===== config.mk =====
export PLATFORM = sky130hd
export DESIGN_NAME = fpro_uart_tx_core
export DESIGN_NICKNAME = d
export VERILOG_FILES = /design/src/rtl/fpro_uart_pkg.sv /design/src/rtl/fpro_uart_tx_core_fifo_sync.sv /design/src/rtl/fpro_uart_tx_core.sv
export SDC_FILE = /design/constraint.sdc
export NUM_CORES = 1
export LEC_CHECK = 0
export CAP_MARGIN = 20
export CORE_MARGIN = 4
export CORE_UTILIZATION = 40
export DETAILED_ROUTE_END_ITERATION = 12
export DONT_BUFFER_PORTS = 1
export SLEW_MARGIN = 20
export SYNTH_ARGS = -nofsm -noshare
export SYNTH_HDL_FRONTEND = slang
export SYNTH_SLANG_ARGS = --single-unit
export TNS_END_PERCENT = 100

===== constraint.sdc =====
create_clock -name clk -period 8.27 [get_ports clk]
set_input_delay 1.654 -clock clk [delete_from_list [all_inputs] [get_ports clk]]
set_output_delay 1.654 -clock clk [all_outputs]
set_load 0.05 [all_outputs]

===== src/rtl/fpro_uart_pkg.sv =====
// Shared register map, STATUS layout and FSM state type for the FPro UART TX core.
package fpro_uart_pkg;

    localparam logic [4:0] REG_STATUS = 5'd0;
    localparam logic [4:0] REG_DVSR   = 5'd1;
    localparam logic [4:0] REG_TXDATA = 5'd2;
    localparam logic [4:0] REG_CLR    = 5'd3;

    localparam int ST_FULL  = 4;
    localparam int ST_EMPTY = 5;
    localparam int ST_BUSY  = 6;
    localparam int ST_OVF   = 7;

    typedef enum logic [1:0] {IDLE, START, DATA, STOP} tx_state_t;

endpackage


===== src/rtl/fpro_uart_tx_core_fifo_sync.sv =====
// Synchronous first-word-fall-through FIFO; pushes while full and pops while empty are ignored.
module fifo_sync #(
    parameter int WIDTH = 8,
    parameter int DEPTH = 8,
    localparam int AW   = $clog2(DEPTH)
) (
    input  logic             clk,
    input  logic             reset,
    input  logic             push,
    input  logic             pop,
    input  logic [WIDTH-1:0] din,
    output logic [WIDTH-1:0] dout,
    output logic             full,
    output logic             empty,
    output logic [AW:0]      count
);

    logic [WIDTH-1:0] mem_q [DEPTH];
    logic [AW-1:0]    wptr_q, rptr_q;
    logic [AW:0]      cnt_q;
    logic             do_push, do_pop;

    assign full    = (cnt_q == (AW+1)'(DEPTH));
    assign empty   = (cnt_q == '0);
    assign count   = cnt_q;
    assign dout    = mem_q[rptr_q];
    // Full/empty are the pre-update flags, so a push while full is dropped even if a pop lands this cycle.
    assign do_push = push & ~full;
    assign do_pop  = pop & ~empty;

    always_ff @(posedge clk) begin
        if (do_push) mem_q[wptr_q] <= din;
    end

    always_ff @(posedge clk) begin
        if (reset) begin
            wptr_q <= '0;
            rptr_q <= '0;
            cnt_q  <= '0;
        end else begin
            if (do_push) wptr_q <= wptr_q + 1'b1;
            if (do_pop)  rptr_q <= rptr_q + 1'b1;
            case ({do_push, do_pop})
                2'b10:   cnt_q <= cnt_q + 1'b1;
                2'b01:   cnt_q <= cnt_q - 1'b1;
                default: cnt_q <= cnt_q;
            endcase
        end
    end

endmodule


===== src/rtl/fpro_uart_tx_core.sv =====
// MMIO UART transmitter: register decode, TX FIFO, per-frame bit timer and 8N1 framing FSM.
module fpro_uart_tx_core
    import fpro_uart_pkg::*;
#(
    parameter int          DATA_WIDTH = 8,
    parameter int          FIFO_DEPTH = 8,
    parameter logic [15:0] DVSR_RST   = 16'd10415
) (
    input  logic        clk,
    input  logic        reset,
    input  logic        cs,
    input  logic        read,
    input  logic        write,
    input  logic [4:0]  addr,
    input  logic [31:0] wr_data,
    output logic [31:0] rd_data,
    output logic        tx
);

    localparam int CW = $clog2(FIFO_DEPTH) + 1;
    localparam int BW = $clog2(DATA_WIDTH);

    logic                  wr_en, fifo_push, fifo_pop, fifo_full, fifo_empty;
    logic [DATA_WIDTH-1:0] fifo_dout;
    logic [CW-1:0]         fifo_cnt;

    logic [15:0]           dvsr_q, dvsr_d;
    logic                  ovf_q, ovf_d;
    tx_state_t             state_q, state_d;
    logic [15:0]           tick_q, tick_d;
    logic [15:0]           fdvsr_q, fdvsr_d;
    logic [BW-1:0]         bit_idx_q, bit_idx_d;
    logic [DATA_WIDTH-1:0] shreg_q, shreg_d;
    logic                  tx_q, tx_d;
    logic                  bit_done;
    logic [31:0]           status;
    logic                  unused_bits;

    assign unused_bits = ^{read, wr_data[31:16]};

    assign wr_en     = cs & write;
    assign fifo_push = wr_en && (addr == REG_TXDATA);

    fifo_sync #(
        .WIDTH (DATA_WIDTH),
        .DEPTH (FIFO_DEPTH)
    ) u_fifo (
        .clk   (clk),
        .reset (reset),
        .push  (fifo_push),
        .pop   (fifo_pop),
        .din   (wr_data[DATA_WIDTH-1:0]),
        .dout  (fifo_dout),
        .full  (fifo_full),
        .empty (fifo_empty),
        .count (fifo_cnt)
    );

    always_comb begin
        dvsr_d = dvsr_q;
        ovf_d  = ovf_q;
        if (wr_en && addr == REG_DVSR) dvsr_d = wr_data[15:0];
        if (wr_en && addr == REG_CLR)  ovf_d  = 1'b0;
        if (fifo_push && fifo_full)    ovf_d  = 1'b1;
    end

    always_comb begin
        status           = '0;
        status[3:0]      = 4'(fifo_cnt);
        status[ST_FULL]  = fifo_full;
        status[ST_EMPTY] = fifo_empty;
        status[ST_BUSY]  = (state_q != IDLE);
        status[ST_OVF]   = ovf_q;
    end

    always_comb begin
        rd_data = '0;
        case (addr)
            REG_STATUS: rd_data = status;
            REG_DVSR:   rd_data = {16'h0000, dvsr_q};
            default:    rd_data = '0;
        endcase
    end

    // Bit period comes from the divisor latched at pop, so DVSR writes never disturb a frame in flight.
    assign bit_done = (tick_q == fdvsr_q);

    always_comb begin
        state_d   = state_q;
        tick_d    = tick_q;
        fdvsr_d   = fdvsr_q;
        bit_idx_d = bit_idx_q;
        shreg_d   = shreg_q;
        fifo_pop  = 1'b0;
        case (state_q)
            IDLE: begin
                if (!fifo_empty) begin
                    fifo_pop = 1'b1;
                    shreg_d  = fifo_dout;
                    fdvsr_d  = dvsr_q;
                    tick_d   = '0;
                    state_d  = START;
                end
            end
            START: begin
                if (bit_done) begin
                    tick_d    = '0;
                    bit_idx_d = '0;
                    state_d   = DATA;
                end else begin
                    tick_d = tick_q + 16'd1;
                end
            end
            DATA: begin
                if (bit_done) begin
                    tick_d  = '0;
                    shreg_d = shreg_q >> 1;
                    if (bit_idx_q == BW'(DATA_WIDTH - 1)) state_d = STOP;
                    else bit_idx_d = bit_idx_q + 1'b1;
                end else begin
                    tick_d = tick_q + 16'd1;
                end
            end
            STOP: begin
                if (bit_done) begin
                    tick_d = '0;
                    if (!fifo_empty) begin
                        fifo_pop = 1'b1;
                        shreg_d  = fifo_dout;
                        fdvsr_d  = dvsr_q;
                        state_d  = START;
                    end else begin
                        state_d = IDLE;
                    end
                end else begin
                    tick_d = tick_q + 16'd1;
                end
            end
            default: state_d = IDLE;
        endcase
    end

    // tx is registered from the current state, so the line trails the FSM by one clock.
    always_comb begin
        tx_d = 1'b1;
        case (state_q)
            START:   tx_d = 1'b0;
            DATA:    tx_d = shreg_q[0];
            default: tx_d = 1'b1;
        endcase
    end

    always_ff @(posedge clk) begin
        if (reset) begin
            dvsr_q    <= DVSR_RST;
            ovf_q     <= 1'b0;
            state_q   <= IDLE;
            tick_q    <= '0;
            fdvsr_q   <= DVSR_RST;
            bit_idx_q <= '0;
            shreg_q   <= '0;
            tx_q      <= 1'b1;
        end else begin
            dvsr_q    <= dvsr_d;
            ovf_q     <= ovf_d;
            state_q   <= state_d;
            tick_q    <= tick_d;
            fdvsr_q   <= fdvsr_d;
            bit_idx_q <= bit_idx_d;
            shreg_q   <= shreg_d;
            tx_q      <= tx_d;
        end
    end

    assign tx = tx_q;

endmodule


# Word level (Yosys, flattened, before mapping)
# Memories as Yosys holds them, arrays and structs flattened. A register that Yosys moved wholly into a read port is not among the register bits.
# Index checks and enable logic that the tools add are counted.
[word_totals] regBits=73 ramBits=64 input_bits=42 out_inout_bits=33 elab_cells=91 memories=1
[mem_list] name="u_fifo.mem_q" words=8 width=8 read_ports=1 rd_clocked_by_memory_dff=1 write_ports=1 line="fpro_uart_tx_core_fifo_sync.sv:18" text="logic [WIDTH-1:0] mem_q [DEPTH];"
[op_classes] n_addsub=6 eq_ne=17 muxes=33 bitwise=5 n_reduce_logical=18
[ops] op="$pmux W16 S2" n=3
[ops] op="$mux W16" n=4
[ops] op="$mux W8" n=3
[ops] op="$pmux W8 S3" n=1
[ops] op="$add A16 B1 Y16 const B" n=1
[ops] op="$eq A16 B16 Y1" n=1
[ops] op="$mux W3" n=5
[ops] op="$ne A2 B2 Y1 const B" n=6
[ops] op="$eq A5 B2 Y1 const B" n=2
[ops] op="$mux W2" n=5
[ops] op="$reduce_bool A2 Y1" n=5
[ops] op="$add A3 B1 Y3 const B" n=3
[ops] op="$pmux W2 S4" n=1
[ops] op="$pmux W4 S2" n=1
[ops] op="$mux W1" n=7
[ops] op="$eq A2 B2 Y1 const B" n=3
[ops] op="$pmux W3 S2" n=1
[ops] op="$eq A5 B1 Y1 const B" n=1
[ops] op="$logic_not A5 Y1" n=1
[ops] op="$reduce_and A5 Y1" n=1
[ops] op="$add A4 B1 Y4 const B" n=1
[ops] op="$eq A2 B1 Y1 const B" n=2
[ops] op="$eq A4 B4 Y1 const B" n=1
[ops] op="$logic_and A1 B1 Y1" n=4
[ops] op="other kinds (12)" n=16

# Depth between registers and ports, before layout
# Gate-level depths: netlist (run 1).
[depth] depth_word=7 mapped_depth=13

# By module
# From an unflattened synthesis (run 1), not the netlist that was laid out.
[unflattened] hier_cells=597 hier_area_um2=6586.3
[by_module_without_submodules] module="fpro_uart_tx_core" instances=1 cells_each=430 area_each_um2=3434.5 seq_area_each_um2=1261.2
[by_module_without_submodules] module="fifo_sync" instances=1 cells_each=167 area_each_um2=3151.8 seq_area_each_um2=2182.1

# Worst setup path after synthesis (run 1)
# Ideal clock, no wire load.
[synth_path] kind="input port to output port" from="input addr[0]" to="output rd_data[4]" arrival_ps=2802 path_slack_ps=3814 path_stages=3 n_path_buf=1 path_cell_list="buf_1 mux2i_1 nor2_1"
[synth_via] elab_chain_len=2
[synth_lines] item="start, declared" line="fpro_uart_tx_core.sv:14" text="input logic [4:0] addr,"
[synth_lines] item="$eq A5 B1 Y1 / $logic_not A5 Y1 (equally long branches)" line="fpro_uart_tx_core.sv:78" text="case (addr)"
[synth_lines] item="$pmux W16 S2 (*)" line="fpro_uart_tx_core.sv:78"
[synth_lines] item="end, declared" line="fpro_uart_tx_core.sv:16" text="output logic [31:0] rd_data,"
# Every way passes the cells marked *; elsewhere a longest branch is shown, timed or not.

# Final worst setup path (run 1)
[layout_path] from="input addr[4]" to="output rd_data[4]"
# The elaborated chain is that of the path after synthesis.

==> metrics.yaml, run 1 <==
grt:
  grt_usage: 0.152
  top_usage_layer: "met2"
  use_met3: 0.0394
  grt_pass1_wl_um: 21900
  grt_max_degree: 52
  grt_pass1_vias: 4232
  use_met2: 0.243
  antenna_found_initial: 0
  overflow: 0
  use_met1: 0.199
logic_synthesis:
  synth-async-reset-ratio: 0
  synthesis.area_um2: 6530
  synth_seq_cells: 140
  postSynthAreaPerCell_um2: 10.9
  ys_seq_area_frac: 0.528
  synth_cells: 598
  ys_types: 56
  ys_warn_count: 0
  ys.flop_type: "dfxtp_1"
  synth_edf_count: 64
outcome:
  status: "completed"
setup_path:
  required_ns: 6.62
  crit_type: "in -> out"
  reg2reg_slack_ns: 4.92
  crit_start: "addr[4]"
  r2r_cells: 12
  cp.arrival_ns: 2.96
  worstPathCellList: "nor3_1 > nand2b_1 > nor2_1"
  rr_endpoint: "u_fifo.count[2]$_SDFFE_PP0P_"
  endpoint_kind: "output pin"
  crit_path_top_delay_cell: "nor2_1"
  max_stage_delay_ns: 0.83
  critPathLaunchType: "input port"
  endpoint: "rd_data[4]"
  path_max_fanout: 8
  r2r-start: "tick_q[8]$_SDFFE_PP0P_"
drt:
  drcViolationCount: 0
  vias: 4277
  routed_via_density: 5.24
  drt-total-wl_um: 13400
  first_pass_iters: 5
  ant_nets: 0
  drt-initial-drc-count: 285
  wl_per_cell_um: 16.4
floorplan:
  ios: 75
  core_um2: 15900
  rows: 46
  die_h_um: 136
  die_w_um: 136
  dieArea_um2: 18400
  initial_core_util: 0.409
min_path:
  hold_path_class: "reg -> reg"
  min_from: "dvsr_q[9]$_SDFFE_PP0P_"
final_layout:
  regArea_um2: 3440
  stdcell_count: 816
  multi_input_area_um2: 2800
  drive_gt1_frac: 0.117
  n_fill_cell: 1485
  fin_area_um2: 7210
  area_growth_pct: 10.5
  final_nets: 643
  n_antenna_cell: 0
sta:
  setup_tns_ns: 0
  setup_viol: 0
  max_slew_margin: 0.339
  worst_pin_slew_ns: 0.987
  final.period_utilization: 0.558
  max_freq_mhz: 217
  finalClockSkew_ns: 0.00726
  finalCriticalPeriod_ns: 4.62
  hold_viol: 0
  rsz0062_at_grt: "no"
  slew_violations: 0
power_and_ir_drop:
  power_frac_seq: 0.415
  ir_drop_mv: 0.147
  power.density_nw_per_um2: 262
  p_leak_nw: 2.58
  p_int_mw: 1.36
  p_sw_mw: 0.533
  swShare: 0.282
  power.share.clock: 0.408
  p_comb_frac: 0.177
  p_total_mw: 1.89
placement:
  gp_congestion: 0.790
  port_buffers: 0
  postPlaceCellArea_um2: 6600
  dp.final_hpwl_um: 9230
  dp.cells: 784
job:
  maxCapViolCount: 0
cts:
  cts_tree: "done"
  clock_latency_ns: 0.42
  cts_resized: 0
  post_cts_buffers: 0
  clockBufferDepth: 2
  numCtsBuffers: 17
  clk_pin_slew_ns: 0.06
  cts_hold_buf: 0
  cts_root_buf: "clkbuf_16"
  clkSinkCount: 140
  htree_levels: 4
==> synthesized netlist by cell type, types with 6 or more instances <==
library cell | count | share of area
and3_1 | 10 | 0.0096
clkbuf_1 | 17 | 0.0098
buf_4 | 17 | 0.020
inv_1 | 13 | 0.0075
nand3_1 | 28 | 0.021
nand2_1 | 93 | 0.053
mux4_2 | 16 | 0.055
a21oi_1 | 21 | 0.016
o21ai_0 | 17 | 0.013
nand2b_1 | 6 | 0.0058
ha_1 | 14 | 0.027
nor2_1 | 48 | 0.028
o211ai_1 | 7 | 0.0081
buf_2 | 7 | 0.0054
dfxtp_1 | 76 | 0.23
xor2_1 | 20 | 0.027
a31oi_1 | 7 | 0.0067
mux2i_1 | 34 | 0.052
edfxtp_1 | 64 | 0.29
==> power groups by stage <==
stage	Sequential [mW]	Combinational (mW)	Clock, mW
detailed placement	0.801	0.334	0
global placement	0.800	0.322	0
global route	0.790	0.368	0.813
finish	0.786	0.336	0.771
CTS	0.786	0.334	0.784
floorplan	0.785	0.299	0
==> state kept, by name, summed over array words and instances, names as in the netlist, named ones only <==
signal,count
shreg_q,8
state_q,2
tx,1
bit_idx_q,3
u_fifo.wptr_q,3
u_fifo.rptr_q,3
ovf_q,1
u_fifo.count,4
fdvsr_q,16
u_fifo.mem_q,64
dvsr_q,16
tick_q,16
==> worst min-delay path by stage <==
stage | end | cells after the start
after floorplan | shreg_q[0]$_SDFFE_PP0P_ | 2
after global placement | shreg_q[2]$_SDFFE_PP0P_ | 2
after detailed placement | dvsr_q[9]$_SDFFE_PP0P_ | 2
after CTS | dvsr_q[9]$_SDFFE_PP0P_ | 2
after global routing | shreg_q[3]$_SDFFE_PP0P_ | 2
final | dvsr_q[9]$_SDFFE_PP0P_ | 2
==> cell families (layout without fill, tap and decap cells) <==
group / Yosys count / in the layout / share of synthesized area
and+or+nand+nor: 227 / 227 / 0.171
buffers and inverters: 63 / 50 / 0.0533
xor gates and xnor gates: 26 / 26 / 0.0360
other: 1 / 16 / 0.000574
muxes: 53 / 53 / 0.113
DFF: 140 / 140 / 0.528
AOI/OAI and AO/OA: 74 / 74 / 0.0725
adders and majority gates: 14 / 14 / 0.0268
==> cell type report <==
| cell class | instances | area share |
|---|---|---|
| clock inverters | 13 | 0.0231 |
| repair buffers | 5 | 0.00625 |
| well taps | 216 | 0.0375 |
| multi-input cells | 410 | 0.389 |
| clock buffers | 19 | 0.0600 |
| inverters | 13 | 0.00677 |
| flip-flops and latches | 140 | 0.478 |
==> per-stage QoR <==
step / util / setup slack (ns) / hold WS [ns]
floorplan: - / 3.81 / 0.435
global placement: 0.413 / 3.69 / 0.447
detailed placement: 0.414 / 3.66 / 0.456
CTS: 0.452 / 3.66 / 0.464
global route: 0.452 / 3.54 / 0.490
finish: 0.452 / 3.65 / 0.465
==> metal layers <==
layer / vias to the layer above / share of wire
met5: - / 0
li1: 2087 / -
met2: 108 / 0.47
met3: 20 / 0.047
met1: 2062 / 0.46
met4: 0 / 0.019
==> worst max-delay path: cells and delay by family <==
family,cells,cell delay [ns]
AND/OR/NAND/NOR,3,1.30
==> placed cells by master (no fill, tap or decap), types with 4 or more instances in the layout <==
cell       count
nand2b_1       6
ha_1          14
inv_1         13
a31oi_1        7
nor3_1         5
nand2_1       93
buf_4          4
a211oi_1       4
dfxtp_1       76
nor2_1        48
nand3_1       28
edfxtp_1      64
o211ai_1       7
and3_1        10
nand4_1        5
a21oi_1       21
nor4_2         4
conb_1        16
mux2i_1       34
clkbuf_16     17
o21ai_0       17
xor2_1        20
xnor2_1        5
mux4_2        16
nor4_1         4
or3_1          5
a221o_1        4
and4_1         4
Note: power is estimated with default switching activity, not from simulation.
==> run 2, diff against run 1 <==
- clock period: 8.27 -> 3.8 ns (I/O delays scaled with it)
==> run 2 against run 1 <==
  * Clock skew barely moved
  * Combinational power rose by 120%
  * Cell area rose by 1.0%
  * Sequential cell count did not move
  * Non-clock buffer count rose by 12
  * Die area did not move
  * Critical endpoint is now u_fifo.count[2]$_SDFFE_PP0P_
  * Largest cell class unchanged
  * Largest power group unchanged
==> metrics.yaml, run 2 (synthesis gave the netlist of run 1 again) <==
setup_path:
  cp.arrival_ns: 3.47  # +0.51 ns
  r2r-start: "tick_q[7]$_SDFFE_PP0P_"
  r2r_cells: 13  # +1
  worstPathCellList: "xor2_1 > nor4_4 > nand4_2 > buf_4 > o2bb2a_2 > inv_1 > ha_1 > xor2_1 > ha_1 > a21oi_1 > xor2_1 > or3_1 > a21oi_1"
  crit_path_top_delay_cell: "dfxtp_1"
  reg2reg_slack_ns: 0.68  # -4.24 ns
  crit_type: "reg -> reg"
  max_stage_delay_ns: 0.53  # -0.30 ns
  endpoint_kind: "register"
  path_delay_family: "simple AND/OR/NAND/NOR gates"
  critPathMostFrequentCell: "xor2_1"
  required_ns: 4.15  # -2.47 ns
  crit_start: "tick_q[7]$_SDFFE_PP0P_"
  cp_num_cells: 13  # +10
  path_buf_inv: 2  # +2
  endpoint: "u_fifo.count[2]$_SDFFE_PP0P_"
  rr_endpoint: "u_fifo.count[2]$_SDFFE_PP0P_"
  critPathLaunchType: "register"
  path_max_fanout: 14  # +6
placement:
  pre_cts_ws_ns: 0.682  # -2.98 ns
  dp.final_hpwl_um: 9230  # about the same
  gp_congestion: 0.805  # +1.9%
  port_buffers: 0  # unchanged
job:
  maxCapViolCount: 0  # unchanged
final_layout:
  final_common_cell: "nand2_1"
  final_nets: 655  # +1.9%
  largest_register: "u_fifo.mem_q"
  drive_gt1_frac: 0.136  # +0.0190
  area_growth_pct: 11.6
  largest_reg_flops: 64  # unchanged
  regArea_um2: 3440  # unchanged
  n_antenna_cell: 0  # unchanged
  n_fill_cell: 1470  # -1.0%
  final_cell_mix: "nand2_1 (93), dfxtp_1 (76), edfxtp_1 (64), nor2_1 (48), mux2i_1 (34)"
  post-route-util: 0.457  # +0.00463
  multi_input_area_um2: 2800  # -0.27%
cts:
  clock_latency_ns: 0.42  # about the same
  cts_hold_buf: 0  # unchanged
  cts_root_buf: "clkbuf_16"
  htree_levels: 4  # unchanged
  post_cts_buffers: 0  # unchanged
  cts_resized: 0  # unchanged
  clk_pin_slew_ns: 0.06  # about the same
  numCtsBuffers: 17  # unchanged
  clkSinkCount: 140  # unchanged
  cts_tree: "done"
  clockBufferDepth: 2  # unchanged
sta:
  setup_viol: 0  # unchanged
  max_slew_margin: 0.347  # +0.00793
  fin_ws_ns: 0.684  # -2.97 ns
  max_freq_mhz: 321
  finalClockSkew_ns: 0.00720  # -0.0000536 ns
  final.period_utilization: 0.820
  setup_tns_ns: 0  # unchanged
  finalCriticalPeriod_ns: 3.12
  rsz0062_at_grt: "no"
  hold_viol: 0  # unchanged
  worst_pin_slew_ns: 0.975  # -0.0118 ns
  slew_violations: 0  # unchanged
outcome:
  status: "completed"
floorplan:
  initial_core_util: 0.409  # unchanged
  core_um2: 15900  # unchanged
  dieArea_um2: 18400  # unchanged
  die_h_um: 136  # unchanged
  ios: 75  # unchanged
  rows: 46  # unchanged
  die_w_um: 136  # unchanged
drt:
  routed_via_density: 5.31  # +1.3%
  drcViolationCount: 0  # unchanged
  first_pass_iters: 6  # +1
  wl_per_cell_um: 16.1  # -1.7%
  drt-initial-drc-count: 333  # +17%
  vias: 4398  # +2.8%
  drt-total-wl_um: 13300  # -0.24%
  ant_nets: 0  # unchanged
grt:
  grt_pass1_vias: 4224  # -0.19%
  overflow: 0  # unchanged
  antenna_found_initial: 0  # unchanged
  grt_pass1_wl_um: 21500  # -2.1%
  grt_max_degree: 47  # -9.6%
  grt_usage: 0.149  # -0.00296
power_and_ir_drop:
  power.density_nw_per_um2: 562  # +110%
  ir_drop_mv: 0.295  # +100%
  p_leak_nw: 2.64  # +2.3%
min_path:
  hold_path_class: "in -> reg"
## run 2: how the worst min path moves through the flow
| stage | start | to | cells after the start |
|---|---|---|---|
| after detailed placement | shreg_q[0]$_SDFFE_PP0P_ | shreg_q[0]$_SDFFE_PP0P_ | 2 |
| final | reset | dvsr_q[8]$_SDFFE_PP0P_ | 1 |
| after floorplan | shreg_q[0]$_SDFFE_PP0P_ | shreg_q[0]$_SDFFE_PP0P_ | 2 |
| after global placement | shreg_q[2]$_SDFFE_PP0P_ | shreg_q[2]$_SDFFE_PP0P_ | 2 |
| after CTS | reset | dvsr_q[8]$_SDFFE_PP0P_ | 1 |
| after global routing | reset | dvsr_q[14]$_SDFFE_PP0P_ | 1 |
## run 2: report_power, final
group | internal (mW) | total (mW) | switching [mW] | leakage [nW]
sequential | 1.63 | 1.71 | 0.0769 | 1.19
combinational | 0.296 | 0.738 | 0.442 | 1.17
clock | 0.996 | 1.65 | 0.652 | 0.283
## run 2: per-layer routing
metal / vias up / wire (um) / track usage
met5: - / 0 / 0
li1: 2118 / - / -
met1: 2158 / 6050 / 0.199
met3: 10 / 736 / 0.0438
met2: 112 / 6410 / 0.236
met4: 0 / 146 / 0.0487
## run 2: metrics by stage
stage / cell area (um2) / power [mW] / std cells / hold WS [ns]
finish: 7280 / 4.10 / 828 / 0.420
global route: 7280 / 4.27 / 828 / 0.388
CTS: 7280 / 4.12 / 828 / 0.390
detailed placement: 6690 / 2.48 / 796 / 0.452
global placement: 6690 / 2.46 / 796 / 0.448
floorplan: 6580 / 2.36 / 613 / 0.435
## run 2: worst reg2reg max path: cells and delay by family, from the launching register on
kind | cells | cell delay, ns
xor+xnor | 3 | 0.50
simple gates | 3 | 0.74
fa+ha+maj | 2 | 0.45
flops | 1 | 0.53
compound gates | 3 | 0.50
buf+inv | 2 | 0.34
## run 2: area by class of cell
class | instances | share of cell area
Sequential cell | 140 | 0.473
Timing Repair Buffer | 17 | 0.0175
Tap cell | 216 | 0.0371
Clock inverter | 14 | 0.0218
Multi-Input combinational cell | 410 | 0.384
Clock buffer | 18 | 0.0603
Inverter | 13 | 0.00670
==> run 3, diff against run 2 <==
- clock period: 3.8 -> 2.9 ns (I/O delays scaled with it)
==> run 3 against run 2 <==
  * Clock power increased by 33%
  * Maximum frequency up 17%
  * Wire length up 2.9%
  * Sequential cell count stayed put
  * First-iteration DRC count shrank 11%
  * Critical path depth down 1
  * Cell area up 2.7%
  * Sequential share of layout area fell by 1.2 points
  * Register-to-register slack got worse by 0.45 ns
==> metrics.yaml, run 3 (synthesis gave the netlist of run 1 again) <==
cts:
  clkSinkCount: 140  # unchanged
  clock_latency_ns: 0.42  # about the same
  cts_hold_buf: 0  # unchanged
  clk_pin_slew_ns: 0.06  # about the same
  cts_root_buf: "clkbuf_16"
  htree_levels: 4  # unchanged
  clockBufferDepth: 2  # unchanged
  numCtsBuffers: 17  # unchanged
  cts_tree: "done"
drt:
  wl_per_cell_um: 16.1  # about the same
  drt-initial-drc-count: 298  # -11%
  vias: 4442  # +1.0%
  first_pass_iters: 4  # -2
  drcViolationCount: 0  # unchanged
  routed_via_density: 5.22  # -1.7%
  drt-total-wl_um: 13700  # +2.9%
  ant_nets: 0  # unchanged
setup_path:
  required_ns: 3.25  # -0.90 ns
  cp.arrival_ns: 3.02  # -0.45 ns
  reg2reg_slack_ns: 0.23  # -0.45 ns
  critPathLaunchType: "register"
  path_max_fanout: 5  # -9
  worstPathCellList: "xor2_1 > nor4_2 > nand4_2 > o2bb2a_4 > inv_1 > ha_1 > xor2_1 > ha_1 > a21oi_1 > xor2_1 > or3_1 > a21oi_1"
  rr_endpoint: "u_fifo.count[2]$_SDFFE_PP0P_"
  crit_start: "tick_q[5]$_SDFFE_PP0P_"
  endpoint: "u_fifo.count[2]$_SDFFE_PP0P_"
  endpoint_kind: "register"
  crit_path_top_delay_cell: "dfxtp_1"
  crit_type: "reg -> reg"
  max_stage_delay_ns: 0.44  # -0.09 ns
  critPathMostFrequentCell: "xor2_1"
  r2r-start: "tick_q[5]$_SDFFE_PP0P_"
  r2r_cells: 12  # -1
final_layout:
  largest_register: "u_fifo.mem_q"
  n_antenna_cell: 0  # unchanged
  largest_reg_flops: 64  # unchanged
  drive_gt1_frac: 0.172  # +0.0360
  final_cell_mix: "nand2_1 (93), dfxtp_1 (74), edfxtp_1 (64), nor2_1 (48), buf_4 (39)"
  area_growth_pct: 14.6
  final_common_cell: "nand2_1"
  final_nets: 678  # +3.5%
sta:
  finalClockSkew_ns: 0.0104  # +0.00323 ns
  max_freq_mhz: 375  # +17%
  slew_violations: 0  # unchanged
  rsz0062_at_grt: "no"
  final.period_utilization: 0.920  # +0.0999
  hold_viol: 0  # unchanged
  finalCriticalPeriod_ns: 2.67  # -0.448 ns
  worst_pin_slew_ns: 0.813  # -0.162 ns
  max_slew_margin: 0.457  # +0.110
  setup_tns_ns: 0  # unchanged
  setup_viol: 0  # unchanged
grt:
  grt_max_degree: 45  # -4.3%
  grt_pass1_vias: 4411  # +4.4%
  grt_pass1_wl_um: 22400  # +4.3%
  antenna_found_initial: 0  # unchanged
  grt_usage: 0.157  # +0.00760
  overflow: 0  # unchanged
min_path:
  hold_path_class: "in -> reg"
  min_from: "reset"
power_and_ir_drop:
  p_total_mw: 5.48  # +34%
  power.density_nw_per_um2: 732  # +30%
  power_frac_seq: 0.407  # -0.011
  p_leak_nw: 2.78  # +5.4%
  ir_drop_mv: 0.460  # +56%
  power.share.clock: 0.399  # -0.003
  swShare: 0.290  # +0.00399
  p_int_mw: 3.89  # +33%
  p_comb_frac: 0.194  # +0.014
  p_sw_mw: 1.59  # +36%
floorplan:
  initial_core_util: 0.409  # unchanged
  die_h_um: 136  # unchanged
  core_um2: 15900  # unchanged
  ios: 75  # unchanged
  rows: 46  # unchanged
  dieArea_um2: 18400  # unchanged
  die_w_um: 136  # unchanged
job:
  maxCapViolCount: 0  # unchanged
placement:
  dp.final_hpwl_um: 9600  # +4.1%
  port_buffers: 0  # unchanged
  gp_congestion: 0.819  # +1.8%
outcome:
  status: "completed"
[run 3: power by group through the flow]
stage | logic, mW | registers [mW] | clock network (mW)
after floorplan | 0.854 | 2.24 | 0
final | 1.06 | 2.23 | 2.19
after global placement | 1.02 | 2.26 | 0
after global routing | 1.18 | 2.24 | 2.33
after CTS | 1.04 | 2.23 | 2.23
after detailed placement | 1.04 | 2.27 | 0
[run 3: what timing repair did]
item                       CTS  global route
setup buffers                0             1
gates resized for setup      0             3
setup endpoints to repair    0             2
[run 3: critical path: cells and delay by family (launching register included)]
kind	cells	cell delay [ns]
DFF	1	0.44
and+or+nand+nor	3	0.82
xor gates and xnor gates	3	0.43
adders and majority gates	2	0.36
AOI/OAI and AO/OA	3	0.47
buffers and inverters	1	0.09
[run 3: worst min path at each step]
stage / slack (ns) / endpoint / cells past startpoint
global route: 0.20 / bit_idx_q[2]$_SDFFE_PP0P_ / 1
CTS: 0.21 / bit_idx_q[1]$_SDFFE_PP0P_ / 1
detailed placement: 0.46 / shreg_q[4]$_SDFFE_PP0P_ / 2
floorplan: 0.44 / shreg_q[0]$_SDFFE_PP0P_ / 2
finish: 0.23 / dvsr_q[12]$_SDFFE_PP0P_ / 1
global placement: 0.45 / shreg_q[0]$_SDFFE_PP0P_ / 2
[run 3: area by class of cell]
type                       count  area [um2]
multi-input combinational    410        2810
clock inverter                15         173
tap                          216         270
fill                        1467        8460
timing repair buffer          40         313
inverter                      13        48.8
clock buffer                  17         425
sequential                   140        3450
[run 3: metrics by stage]
stage	util	setup slack [ns]	hold WS [ns]	cell area, um2	cells
floorplan	-	0.213	0.435	6580	613
global placement	0.431	0.183	0.446	6860	818
detailed placement	0.431	0.107	0.458	6860	818
CTS	0.468	0.0784	0.208	7460	850
global route	0.469	0.0633	0.202	7480	851
finish	0.469	0.232	0.233	7480	851
[run 3: layer usage]
layer / global-route usage / vias to the layer above / wire length (um)
met1: 0.196 / 2163 / 6170
li1: - / 2166 / -
met4: 0.0661 / 0 / 182
met2: 0.254 / 95 / 6720
met5: 0 / - / 0
met3: 0.0483 / 18 / 647
